## config.mk

```make
export PLATFORM = sky130hd
export DESIGN_NAME = lsu
export DESIGN_NICKNAME = d
export VERILOG_FILES = /design/src/rtl/lsu_pkg.sv /design/src/rtl/lsu_load_align.sv /design/src/rtl/lsu.sv
export SDC_FILE = /design/constraint.sdc
export NUM_CORES = 1
export LEC_CHECK = 0
export ABC_AREA = 1
export BUFFER_PORTS_ARGS = -buffer_cell sky130_fd_sc_hd__buf_2
export CAP_MARGIN = 20
export CORE_ASPECT_RATIO = 1.4
export CORE_MARGIN = 2
export CORE_UTILIZATION = 31
export DETAILED_ROUTE_END_ITERATION = 16
export HOLD_SLACK_MARGIN = 0.12
export PLACE_DENSITY_LB_ADDON = 0.15
export SLEW_MARGIN = 10
export SYNTH_ARGS = -nofsm -noshare
export SYNTH_HDL_FRONTEND = slang
export SYNTH_SLANG_ARGS = --single-unit
```

## constraint.sdc

```tcl
create_clock -name i_clk -period 2.1 [get_ports i_clk]
set_input_delay 0.21 -clock i_clk [delete_from_list [all_inputs] [get_ports i_clk]]
set_output_delay 0.21 -clock i_clk [all_outputs]
set_load 0.1 [all_outputs]
```

## src/rtl/lsu_pkg.sv

```systemverilog
// lsu_pkg: shared opcode header for the load/store unit.
// Holds the RV32I major opcodes the LSU decodes, the load/store funct3
// width codes, the LSU state encoding, and small helpers that build the
// store byte-lane enables and replicated store data.
// Macro LSU_MISALIGN_CHECK_EN (consumed in lsu.sv) enables the alignment trap
// that uses access_misaligned() below.
package lsu_pkg;

  localparam logic [6:0] OPC_LOAD   = 7'b0000011;
  localparam logic [6:0] OPC_STORE  = 7'b0100011;
  localparam logic [6:0] OPC_BRANCH = 7'b1100011;
  localparam logic [6:0] OPC_JAL    = 7'b1101111;
  localparam logic [6:0] OPC_JALR   = 7'b1100111;
  localparam logic [6:0] OPC_LUI    = 7'b0110111;
  localparam logic [6:0] OPC_AUIPC  = 7'b0010111;
  localparam logic [6:0] OPC_OPIMM  = 7'b0010011;
  localparam logic [6:0] OPC_OP     = 7'b0110011;

  // Load/store funct3 width codes (the low two bits give the access size).
  localparam logic [2:0] F3_B  = 3'b000;
  localparam logic [2:0] F3_H  = 3'b001;
  localparam logic [2:0] F3_W  = 3'b010;
  localparam logic [2:0] F3_BU = 3'b100;
  localparam logic [2:0] F3_HU = 3'b101;

  typedef enum logic [1:0] {
    ST_IDLE = 2'd0,
    ST_REQ  = 2'd1,
    ST_WAIT = 2'd2
  } lsu_state_e;

  // Byte-lane enables for a store of the given size at the given offset.
  // Halves only look at off[1], so an odd half offset lands on its aligned half.
  function automatic logic [3:0] store_wbe(input logic [1:0] size, input logic [1:0] off);
    case (size)
      2'b00:   store_wbe = 4'b0001 << off;
      2'b01:   store_wbe = 4'b0011 << {off[1], 1'b0};
      default: store_wbe = 4'b1111;
    endcase
  endfunction

  // Store data replicated across every lane so memory can pick any lane.
  function automatic logic [31:0] store_wdata(input logic [1:0] size, input logic [31:0] rs2);
    case (size)
      2'b00:   store_wdata = {4{rs2[7:0]}};
      2'b01:   store_wdata = {2{rs2[15:0]}};
      default: store_wdata = rs2;
    endcase
  endfunction

  function automatic logic access_misaligned(input logic [1:0] size, input logic [1:0] off);
    access_misaligned = ((size == 2'b01) && off[0]) || ((size == 2'b10) && (off != 2'b00));
  endfunction

endpackage

```

## src/rtl/lsu_load_align.sv

```systemverilog
// lsu_load_align: picks the addressed byte/half out of a loaded word and
// sign- or zero-extends it according to the load funct3.
// Ports: i_rdata (memory word), i_off (byte offset), i_funct3 (load kind),
//        o_data (extended writeback value).
module lsu_load_align
  import lsu_pkg::*;
(
  input  logic [31:0] i_rdata,
  input  logic [1:0]  i_off,
  input  logic [2:0]  i_funct3,
  output logic [31:0] o_data
);

  logic [7:0]  w_byte;
  logic [15:0] w_half;

  always_comb begin
    w_byte = 8'h00;
    case (i_off)
      2'd0:    w_byte = i_rdata[7:0];
      2'd1:    w_byte = i_rdata[15:8];
      2'd2:    w_byte = i_rdata[23:16];
      default: w_byte = i_rdata[31:24];
    endcase
    w_half = i_off[1] ? i_rdata[31:16] : i_rdata[15:0];

    case (i_funct3)
      F3_B:    o_data = {{24{w_byte[7]}}, w_byte};
      F3_BU:   o_data = {24'h000000, w_byte};
      F3_H:    o_data = {{16{w_half[15]}}, w_half};
      F3_HU:   o_data = {16'h0000, w_half};
      default: o_data = i_rdata;
    endcase
  end

endmodule

```

## src/rtl/lsu.sv

```systemverilog
// lsu: load/store unit downstream of the ALU. Non-memory instructions retire
// one per cycle; loads/stores go through a registered request/response
// handshake with data memory, stalling upstream until they retire. Every
// instruction produces one registered writeback pulse.
// Ports: i_clk/i_rst (sync, active-high); upstream i_in_valid/o_in_ready,
//        i_instruction, i_alu_result, i_rs2_data, i_pc_plus4; memory
//        o_mem_req_valid/i_mem_req_ready, o_mem_addr, o_mem_we, o_mem_wbe,
//        o_mem_wdata, i_mem_resp_valid, i_mem_rdata; writeback o_wb_valid,
//        o_wb_we, o_wb_rd, o_wb_data, o_misalign.
// Macro LSU_MISALIGN_CHECK_EN: when defined, misaligned half/word accesses
// retire immediately with o_misalign set instead of touching memory.
module lsu
  import lsu_pkg::*;
#(
  parameter int DWIDTH = 32
) (
  input  logic              i_clk,
  input  logic              i_rst,
  input  logic              i_in_valid,
  output logic              o_in_ready,
  input  logic [31:0]       i_instruction,
  input  logic [DWIDTH-1:0] i_alu_result,
  input  logic [DWIDTH-1:0] i_rs2_data,
  input  logic [DWIDTH-1:0] i_pc_plus4,
  output logic              o_mem_req_valid,
  input  logic              i_mem_req_ready,
  output logic [DWIDTH-1:0] o_mem_addr,
  output logic              o_mem_we,
  output logic [3:0]        o_mem_wbe,
  output logic [DWIDTH-1:0] o_mem_wdata,
  input  logic              i_mem_resp_valid,
  input  logic [DWIDTH-1:0] i_mem_rdata,
  output logic              o_wb_valid,
  output logic              o_wb_we,
  output logic [4:0]        o_wb_rd,
  output logic [DWIDTH-1:0] o_wb_data,
  output logic              o_misalign
);

  lsu_state_e r_state, w_next_state;

  logic [6:0]        w_opcode;
  logic [4:0]        w_rd;
  logic [2:0]        w_funct3;
  logic [1:0]        w_off;
  logic              w_is_load, w_is_store, w_is_mem, w_is_link;
  logic              w_writes_rd, w_accept, w_misaligned, w_unused;
  logic [DWIDTH-1:0] w_load_data;

  logic [DWIDTH-1:0] r_addr, r_wdata, r_wb_data;
  logic [3:0]        r_wbe;
  logic              r_is_store, r_wb_valid, r_wb_we;
  logic [4:0]        r_rd, r_wb_rd;
  logic [2:0]        r_funct3;
  logic [1:0]        r_off;

  assign w_opcode   = i_instruction[6:0];
  assign w_rd       = i_instruction[11:7];
  assign w_funct3   = i_instruction[14:12];
  assign w_off      = i_alu_result[1:0];
  assign w_is_load  = (w_opcode == OPC_LOAD);
  assign w_is_store = (w_opcode == OPC_STORE);
  assign w_is_mem   = w_is_load | w_is_store;
  assign w_is_link  = (w_opcode == OPC_JAL) | (w_opcode == OPC_JALR);
  assign w_accept   = i_in_valid & (r_state == ST_IDLE);
  assign w_unused   = ^i_instruction[31:15];

  // Only register-producing formats write rd; branches, loads/stores and
  // anything unrecognised never write here.
  assign w_writes_rd = (w_rd != 5'd0) &&
                       ((w_opcode == OPC_OP)  || (w_opcode == OPC_OPIMM) ||
                        (w_opcode == OPC_LUI) || (w_opcode == OPC_AUIPC) || w_is_link);

`ifdef LSU_MISALIGN_CHECK_EN
  assign w_misaligned = w_is_mem & access_misaligned(w_funct3[1:0], w_off);
`else
  assign w_misaligned = 1'b0;
`endif

  lsu_load_align u_load_align (
    .i_rdata  (i_mem_rdata),
    .i_off    (r_off),
    .i_funct3 (r_funct3),
    .o_data   (w_load_data)
  );

  always_ff @(posedge i_clk) begin
    if (i_rst) r_state <= ST_IDLE;
    else       r_state <= w_next_state;
  end

  // Next state plus the two state-decoded handshake outputs.
  always_comb begin
    w_next_state    = r_state;
    o_in_ready      = 1'b0;
    o_mem_req_valid = 1'b0;
    case (r_state)
      ST_IDLE: begin
        o_in_ready = 1'b1;
        if (w_accept && w_is_mem && !w_misaligned) w_next_state = ST_REQ;
      end
      ST_REQ: begin
        o_mem_req_valid = 1'b1;
        if (i_mem_req_ready) w_next_state = r_is_store ? ST_IDLE : ST_WAIT;
      end
      ST_WAIT: begin
        if (i_mem_resp_valid) w_next_state = ST_IDLE;
      end
      default: w_next_state = ST_IDLE;
    endcase
  end

  // Request fields are captured at acceptance and held for the whole REQ
  // phase; the writeback record is a single-cycle pulse.
  always_ff @(posedge i_clk) begin
    if (i_rst) begin
      r_addr     <= '0;
      r_wdata    <= '0;
      r_wbe      <= 4'b0000;
      r_is_store <= 1'b0;
      r_rd       <= 5'd0;
      r_funct3   <= 3'd0;
      r_off      <= 2'd0;
      r_wb_valid <= 1'b0;
      r_wb_we    <= 1'b0;
      r_wb_rd    <= 5'd0;
      r_wb_data  <= '0;
    end else begin
      r_wb_valid <= 1'b0;
      r_wb_we    <= 1'b0;
      case (r_state)
        ST_IDLE: begin
          if (w_accept) begin
            if (w_is_mem && !w_misaligned) begin
              r_addr     <= {i_alu_result[DWIDTH-1:2], 2'b00};
              r_wdata    <= store_wdata(w_funct3[1:0], i_rs2_data);
              r_wbe      <= w_is_store ? store_wbe(w_funct3[1:0], w_off) : 4'b0000;
              r_is_store <= w_is_store;
              r_rd       <= w_rd;
              r_funct3   <= w_funct3;
              r_off      <= w_off;
            end else begin
              r_wb_valid <= 1'b1;
              r_wb_we    <= w_writes_rd;
              r_wb_rd    <= w_rd;
              r_wb_data  <= w_is_link ? i_pc_plus4 : i_alu_result;
            end
          end
        end
        ST_REQ: begin
          if (i_mem_req_ready && r_is_store) begin
            r_wb_valid <= 1'b1;
            r_wb_rd    <= r_rd;
          end
        end
        ST_WAIT: begin
          if (i_mem_resp_valid) begin
            r_wb_valid <= 1'b1;
            r_wb_we    <= (r_rd != 5'd0);
            r_wb_rd    <= r_rd;
            r_wb_data  <= w_load_data;
          end
        end
        default: ;
      endcase
    end
  end

`ifdef LSU_MISALIGN_CHECK_EN
  logic r_misalign;
  always_ff @(posedge i_clk) begin
    if (i_rst) r_misalign <= 1'b0;
    else       r_misalign <= w_accept & w_misaligned;
  end
  assign o_misalign = r_misalign;
`else
  assign o_misalign = 1'b0;
`endif

  assign o_mem_addr  = r_addr;
  assign o_mem_we    = r_is_store;
  assign o_mem_wbe   = r_wbe;
  assign o_mem_wdata = r_wdata;
  assign o_wb_valid  = r_wb_valid;
  assign o_wb_we     = r_wb_we;
  assign o_wb_rd     = r_wb_rd;
  assign o_wb_data   = r_wb_data;

endmodule

```

==> flow_metrics.py, run 1 <==
metrics = {
    "timing": {
        "setup_viol": 0,
        "fin_crit_sh_pct": 87.7,
        "drv_slew": 0,
        "setup_tns_ps": 0,
        "rsz0062_at_grt": "no",
        "max_clock_freq_mhz": 543,
        "finalHoldViolations": 0,
        "fin_crit_ps": 1840,
        "finClkSkew_ps": 9.85,
        "slew_headroom_pct": 62.7,
        "tightestPinTransition_ps": 557,
    },
    "die": {
        "initial_core_util_pct": 31.3,
        "core_area_sq_um": 20300,
        "fp.dieW_um": 125,
        "rows": 62,
        "dieArea_sq_um": 21700,
        "die_y_um": 174,
        "ios": 276,
    },
    "final_layout": {
        "fin_cells": 1514,
        "utilization_pct": 43.7,
        "fin_nets": 1415,
        "layout_commonest_cell": "buf_2",
        "final_area_sq_um": 8880,
        "layout_common_cells": "buf_2, nand2_1, a21oi_1, dfxtp_1, inv_1",
        "fillers": 2226,
        "syn_to_final_growth_pct": 39.4,
        "layout-drive-gt1-share_pct": 27.0,
    },
    "clock_network": {
        "cts-root-buf": "clkbuf_16",
        "cts.repair.resized": 0,
        "clk_pin_slew_ps": 60,
        "cts_tree": "built",
        "clock_latency_ps": 410,
        "cts_setup_buffers": 0,
        "cts.path.max_buffers": 2,
        "cts_inserted_buffers": 17,
        "cts_hold_buf": 53,
        "h-tree-depth": 4,
        "clkSinkCount": 118,
    },
    "placed_design": {
        "routabilityCongestion": 0.859,
        "dp_hpwl_um": 16900,
        "portBuffers": 255,
        "placed_area_sq_um": 7780,
        "placedCellCount": 1430,
    },
    "worst_setup_path": {
        "crit_type": "reg2reg",
        "path_cells": "inv_1 -> ha_2 -> nand2_1 -> inv_2 -> nand3_2 -> inv_2 -> buf_12 -> o21ai_0 -> a21oi_1",
        "max_stage_delay_ps": 330,
        "path_common_cell": "inv_2",
        "cp_max_fo": 57,
        "r2r_cells": 9,
        "crit_path_start_kind": "flip-flop",
        "rrSetupSlack_ps": 260,
        "critical-path-slowest-cell": "dfxtp_1",
        "cp-end-kind": "flip-flop",
        "cp.required_ps": 2440,
        "arrival_ps": 2180,
    },
    "min_path": {
        "min_path_cells": 3,
        "hp-class": "in2reg",
    },
    "global_route": {
        "antenna_found_initial": 1,
        "gr-usage-all-layers_pct": 20.8,
        "grt_pass1_wl_um": 35800,
        "overflow": 0,
        "grt_max_degree": 66,
        "grt_pass1_vias": 6908,
    },
    "pwr": {
        "p_sw_w": 0.00468,
        "power_density_nw_per_um2": 1120,
        "power.internal_w": 0.00526,
        "pwr-share-comb_pct": 45.2,
        "power_frac_clock_pct": 28.1,
        "total_power_w": 0.00994,
        "peakVddDrop_mv": 0.537,
        "p_leak_nw": 4.53,
        "switching_share_pct": 47.1,
        "power_frac_seq_pct": 26.8,
    },
    "route": {
        "post_drt_wl_per_cell_um": 15.2,
        "vias": 7141,
        "postRouteAntennaNets": 0,
        "finalWirelength_um": 23000,
        "drcViolationCount": 0,
        "drt_iter0_drc": 399,
        "firstDrtPassIters": 5,
        "via_per_inst": 4.72,
    },
    "status": {
        "outcome": "completed",
    },
    "synth": {
        "synth_cells": 967,
        "synth_top_area_cell": "dfxtp_1",
        "yosysSeqAreaShare_pct": 37.1,
        "ys_types": 33,
        "yosysTopAreaCellShare_pct": 37.1,
        "ys_ff_latch": 118,
        "synthTopCellsByArea": "dfxtp_1, nand2_1, a21oi_1",
        "synth_area_sq_um": 6370,
        "syn_area_per_cell_sq_um": 6.58,
        "yosysWarnings": 0,
    },
    "job": {
        "maxCapViolCount": 0,
    },
}
worst max-delay path: cells and delay by family (launching register included):
kind            cells  cell delay (ps)
buf+inv             4              680
flops               1              330
compound gates      2              260
fa+ha+maj           1              240
simple gates        2              200
worst paths after layout:
check	startpoint	to
worst max register to register	r_state[0]	o_mem_wdata[28]
worst max-delay path	r_state[0]	o_mem_wdata[28]
worst min register to register	o_mem_wbe[3]	o_mem_wbe[3]
worst min-delay path	i_instruction[7]	r_rd[0]
area by class of cell:
class,instances,area (sq um),share of cell area (%)
Clock inverter,8,75.1,0.846
Sequential cell,118,2360,26.6
Timing Repair Buffer,327,2000,22.5
Antenna cell,1,2.50,0.0282
Tap cell,256,320,3.61
Inverter,112,420,4.74
Multi-Input combinational cell,670,3210,36.2
Clock buffer,22,484,5.45
per-layer routing:
layer  wire, um  track usage (%)  vias up
met2      11800             37.0      232
met4        514             7.45        0
li1           -                -     3677
met1       9390             23.9     3205
met3       1370             5.15       27
met5          0                0        -
state kept, by name (all words and copies together) (netlist names):
| register | count |
|---|---|
| r_rd | 5 |
| r_state | 2 |
| o_mem_addr | 30 |
| o_mem_we | 1 |
| o_mem_wbe | 4 |
| o_wb_rd | 5 |
| r_funct3 | 3 |
| o_wb_we | 1 |
| o_wb_data | 32 |
| o_mem_wdata | 32 |
| o_wb_valid | 1 |
| r_off | 2 |
through the flow:
stage | worst slack [ps] | hold WS (ps)
after floorplan | 122 | 353
after global placement | 311 | 449
after detailed placement | 279 | 455
after CTS | 268 | 124
after global routing | 86.5 | 148
final | 259 | 144
kinds of logic after synthesis:
logic type | synth area share (%)
simple gates | 26.6
compound gates | 22.0
buf+inv | 12.7
flops | 37.1
mux | 0.786
fa+ha+maj | 0.786
other cells | 0.0589
cells in the mapped netlist:
| cell | number |
|---|---|
| a21oi_1 | 134 |
| o21ai_0 | 76 |
| inv_1 | 106 |
| nand3_1 | 59 |
| mux2i_1 | 5 |
| nor2_4 | 1 |
| inv_2 | 5 |
| nor3_1 | 3 |
| nor3_4 | 1 |
| o211ai_2 | 9 |
| o21a_1 | 1 |
| a21oi_2 | 5 |
| o211ai_1 | 22 |
| buf_6 | 9 |
| or2_1 | 1 |
| clkbuf_1 | 23 |
| clkinv_1 | 1 |
| o21ai_1 | 1 |
| ha_1 | 4 |
| nor2_1 | 92 |
| buf_4 | 7 |
| or2_2 | 5 |
| nand3b_1 | 1 |
| dfxtp_1 | 118 |
| buf_1 | 3 |
| a31o_2 | 1 |
| buf_2 | 27 |
| nand3_2 | 1 |
| nand4_4 | 2 |
| o21ai_2 | 1 |
| nand2_1 | 241 |
| nor2_2 | 1 |
| conb_1 | 1 |
power groups by stage:
| stage | sequential (W) | clock [W] | combinational (W) |
|---|---|---|---|
| floorplan | 0.00457 | 0 | 0.00168 |
| detailed placement | 0.00271 | 0 | 0.00443 |
| finish | 0.00266 | 0.00279 | 0.00449 |
| global placement | 0.00270 | 0 | 0.00442 |
| CTS | 0.00266 | 0.00287 | 0.00452 |
| global route | 0.00270 | 0.00296 | 0.00481 |
Note: power is estimated with default switching activity, not from simulation.
==> run 2, diff against run 1 <==
CORE_MARGIN = default   (was 2)
PLACE_DENSITY = 0.61   (was default)
PLACE_DENSITY_LB_ADDON = default   (was 0.15)
SKIP_LAST_GASP = 1   (was default)
==> run 2 against run 1 <==
Effect of this change: count of clock-buffer cells in the layout decreased by 2; register-to-register slack better by 20 ps; via count grew 1.2%; final cell count is 0.13% lower; critical endpoint is now o_mem_addr[13].
==> flow_metrics.py, run 2 (same netlist as run 1, synthesis figures left out) <==
metrics = {
    "worst_setup_path": {
        "arrival_ps": 2160,
        "r2r-end": "o_mem_addr[13]",
        "critical-path-slowest-cell": "dfxtp_1",
        "cp.required_ps": 2440,
        "cp-end-kind": "flip-flop",
        "cp_max_fo": 73,
        "crit_type": "reg2reg",
        "crit_path_start_kind": "flip-flop",
        "critPathBufInv": 4,
        "path_common_cell": "inv_2",
        "r2r_start": "r_state[0]",
        "r2r_cells": 9,
        "critPathTopFamily": "buffers and inverters",
        "rrSetupSlack_ps": 280,
        "path_cells": "inv_1 -> ha_2 -> nand2_1 -> inv_2 -> nand3_2 -> inv_2 -> buf_12 -> o21ai_0 -> a21oi_1",
        "max_stage_delay_ps": 340,
    },
    "timing": {
        "setup_tns_ps": 0,
        "fin_crit_sh_pct": 86.8,
        "max_clock_freq_mhz": 549,
        "fin_crit_ps": 1820,
        "finClkSkew_ps": 7.55,
        "setup_viol": 0,
        "slew_headroom_pct": 63.6,
        "tightestPinTransition_ps": 543,
        "finalHoldViolations": 0,
        "rsz0062_at_grt": "no",
        "drv_slew": 0,
    },
    "final_layout": {
        "fin_nets": 1413,
        "syn_to_final_growth_pct": 40.1,
        "fin_cells": 1512,
        "fillers": 2165,
        "layout-drive-gt1-share_pct": 26.8,
        "layout_common_cells": "buf_2, nand2_1, a21oi_1, dfxtp_1, inv_1",
        "final_area_sq_um": 8920,
        "layout_commonest_cell": "buf_2",
    },
    "die": {
        "fp.dieW_um": 123,
        "rows": 61,
        "core_area_sq_um": 20000,
        "dieArea_sq_um": 21100,
        "ios": 276,
        "initial_core_util_pct": 31.8,
        "die_y_um": 172,
    },
    "pwr": {
        "power_frac_clock_pct": 30.3,
        "power.internal_w": 0.00554,
        "p_sw_w": 0.00472,
        "p_leak_nw": 4.55,
        "peakVddDrop_mv": 0.560,
        "power_density_nw_per_um2": 1150,
        "switching_share_pct": 46.0,
        "power_frac_seq_pct": 25.9,
        "pwr-share-comb_pct": 43.8,
    },
    "global_route": {
        "grt_max_degree": 74,
        "gr-usage-all-layers_pct": 22.2,
        "grt_pass1_wl_um": 35700,
        "grt_pass1_vias": 6936,
        "overflow": 0,
        "antenna_found_initial": 3,
    },
    "placed_design": {
        "routabilityCongestion": 0.849,
        "placedCellCount": 1423,
        "placed_area_sq_um": 7740,
        "portBuffers": 255,
        "dp_hpwl_um": 16500,
    },
    "clock_network": {
        "h-tree-depth": 4,
        "clk_pin_slew_ps": 60,
        "cts_inserted_buffers": 17,
        "cts.path.max_buffers": 2,
        "cts-root-buf": "clkbuf_16",
        "cts_setup_buffers": 0,
        "cts_tree": "built",
        "clock_latency_ps": 410,
        "clkSinkCount": 118,
    },
    "job": {
        "maxCapViolCount": 0,
    },
    "route": {
        "drcViolationCount": 0,
        "firstDrtPassIters": 4,
        "drt_iter0_drc": 403,
        "finalWirelength_um": 23000,
        "via_per_inst": 4.78,
        "post_drt_wl_per_cell_um": 15.2,
        "postRouteAntennaNets": 0,
        "vias": 7226,
    },
    "min_path": {
        "min_path_cells": 3,
        "whs_endpoint": "o_mem_wdata[11]",
        "hp-class": "in2reg",
        "hold_path_startpoint": "i_rs2_data[11]",
    },
    "status": {
        "outcome": "completed",
    },
}
run 2: changes by cell type in the layout (fill, tap and decap cells not counted), sizes merged:
| cell | previous run | this run |
|---|---|---|
| dlygate4sd3 | 53 | 54 |
| clkinvlp | 4 | 1 |
| clkbuf | 22 | 20 |
| buf | 274 | 271 |
| clkinv | 4 | 8 |
| bufinv | 1 | 4 |
| diode | 1 | 3 |
run 2: timing repair:
item,in CTS,in global routing
hold buffers,54,0
endpoints found under the setup margin,0,1
resized for setup,0,1
hold endpoints to repair,54,0
run 2: per-stage QoR:
| step | power, W | utilization (%) | hold slack (ps) | setup slack, ps |
|---|---|---|---|---|
| 6_report | 0.0103 | 44.6 | 138 | 278 |
| 5_1_grt | 0.0108 | 44.6 | 142 | 67.0 |
| 4_1_cts | 0.0103 | 44.6 | 122 | 262 |
| 3_5_place_dp | 0.00712 | 38.7 | 452 | 270 |
| 3_3_place_gp | 0.00710 | 38.7 | 449 | 294 |
| 2_1_floorplan | 0.00625 | - | 353 | 122 |
run 2: tightest hold or removal path, delay by kind of cell:
kind	cells	cell delay, ps
compound gates	2	200
buf+inv	1	110
run 2: power by group through the flow:
| stage | registers [W] | clock network, W | logic, W |
|---|---|---|---|
| 4_1_cts | 0.00266 | 0.00317 | 0.00450 |
| 3_5_place_dp | 0.00271 | 0 | 0.00441 |
| 2_1_floorplan | 0.00457 | 0 | 0.00168 |
| 6_report | 0.00266 | 0.00311 | 0.00449 |
| 5_1_grt | 0.00269 | 0.00328 | 0.00484 |
| 3_3_place_gp | 0.00270 | 0 | 0.00440 |
run 2: how the worst max path moves through the flow:
| stage | from | endpoint | slack, ps | cells after the start |
|---|---|---|---|---|
| after detailed placement | r_state[0] | o_wb_data[21] | 270 | 7 |
| after CTS | r_state[0] | o_wb_data[21] | 260 | 7 |
| after global routing | r_off[1] | o_wb_data[30] | 70 | 6 |
| after global placement | r_state[0] | o_wb_data[21] | 290 | 7 |
| final | r_state[0] | o_mem_addr[13] | 280 | 9 |
| after floorplan | r_state[1] | o_wb_rd[0] | 120 | 7 |
run 2: layer usage:
metal	GRT usage, %	share of wire, %	wire length [um]	vias to the layer above
li1	-	-	-	3674
met1	25.2	41	9360	3261
met2	39.0	50	11500	247
met3	4.91	6.0	1370	44
met4	10.4	3.2	736	0
met5	0	0	0	-
run 2: layout make-up:
type,count,area (sq um),area share [%]
antenna,3,7.51,0.0842
timing repair buffer,325,1980,22.2
clock buffer,20,447,5.01
clock inverter,12,178,1.99
inverter,112,420,4.71
tap,252,315,3.53
multi-input combinational,670,3210,36.0
sequential,118,2360,26.5
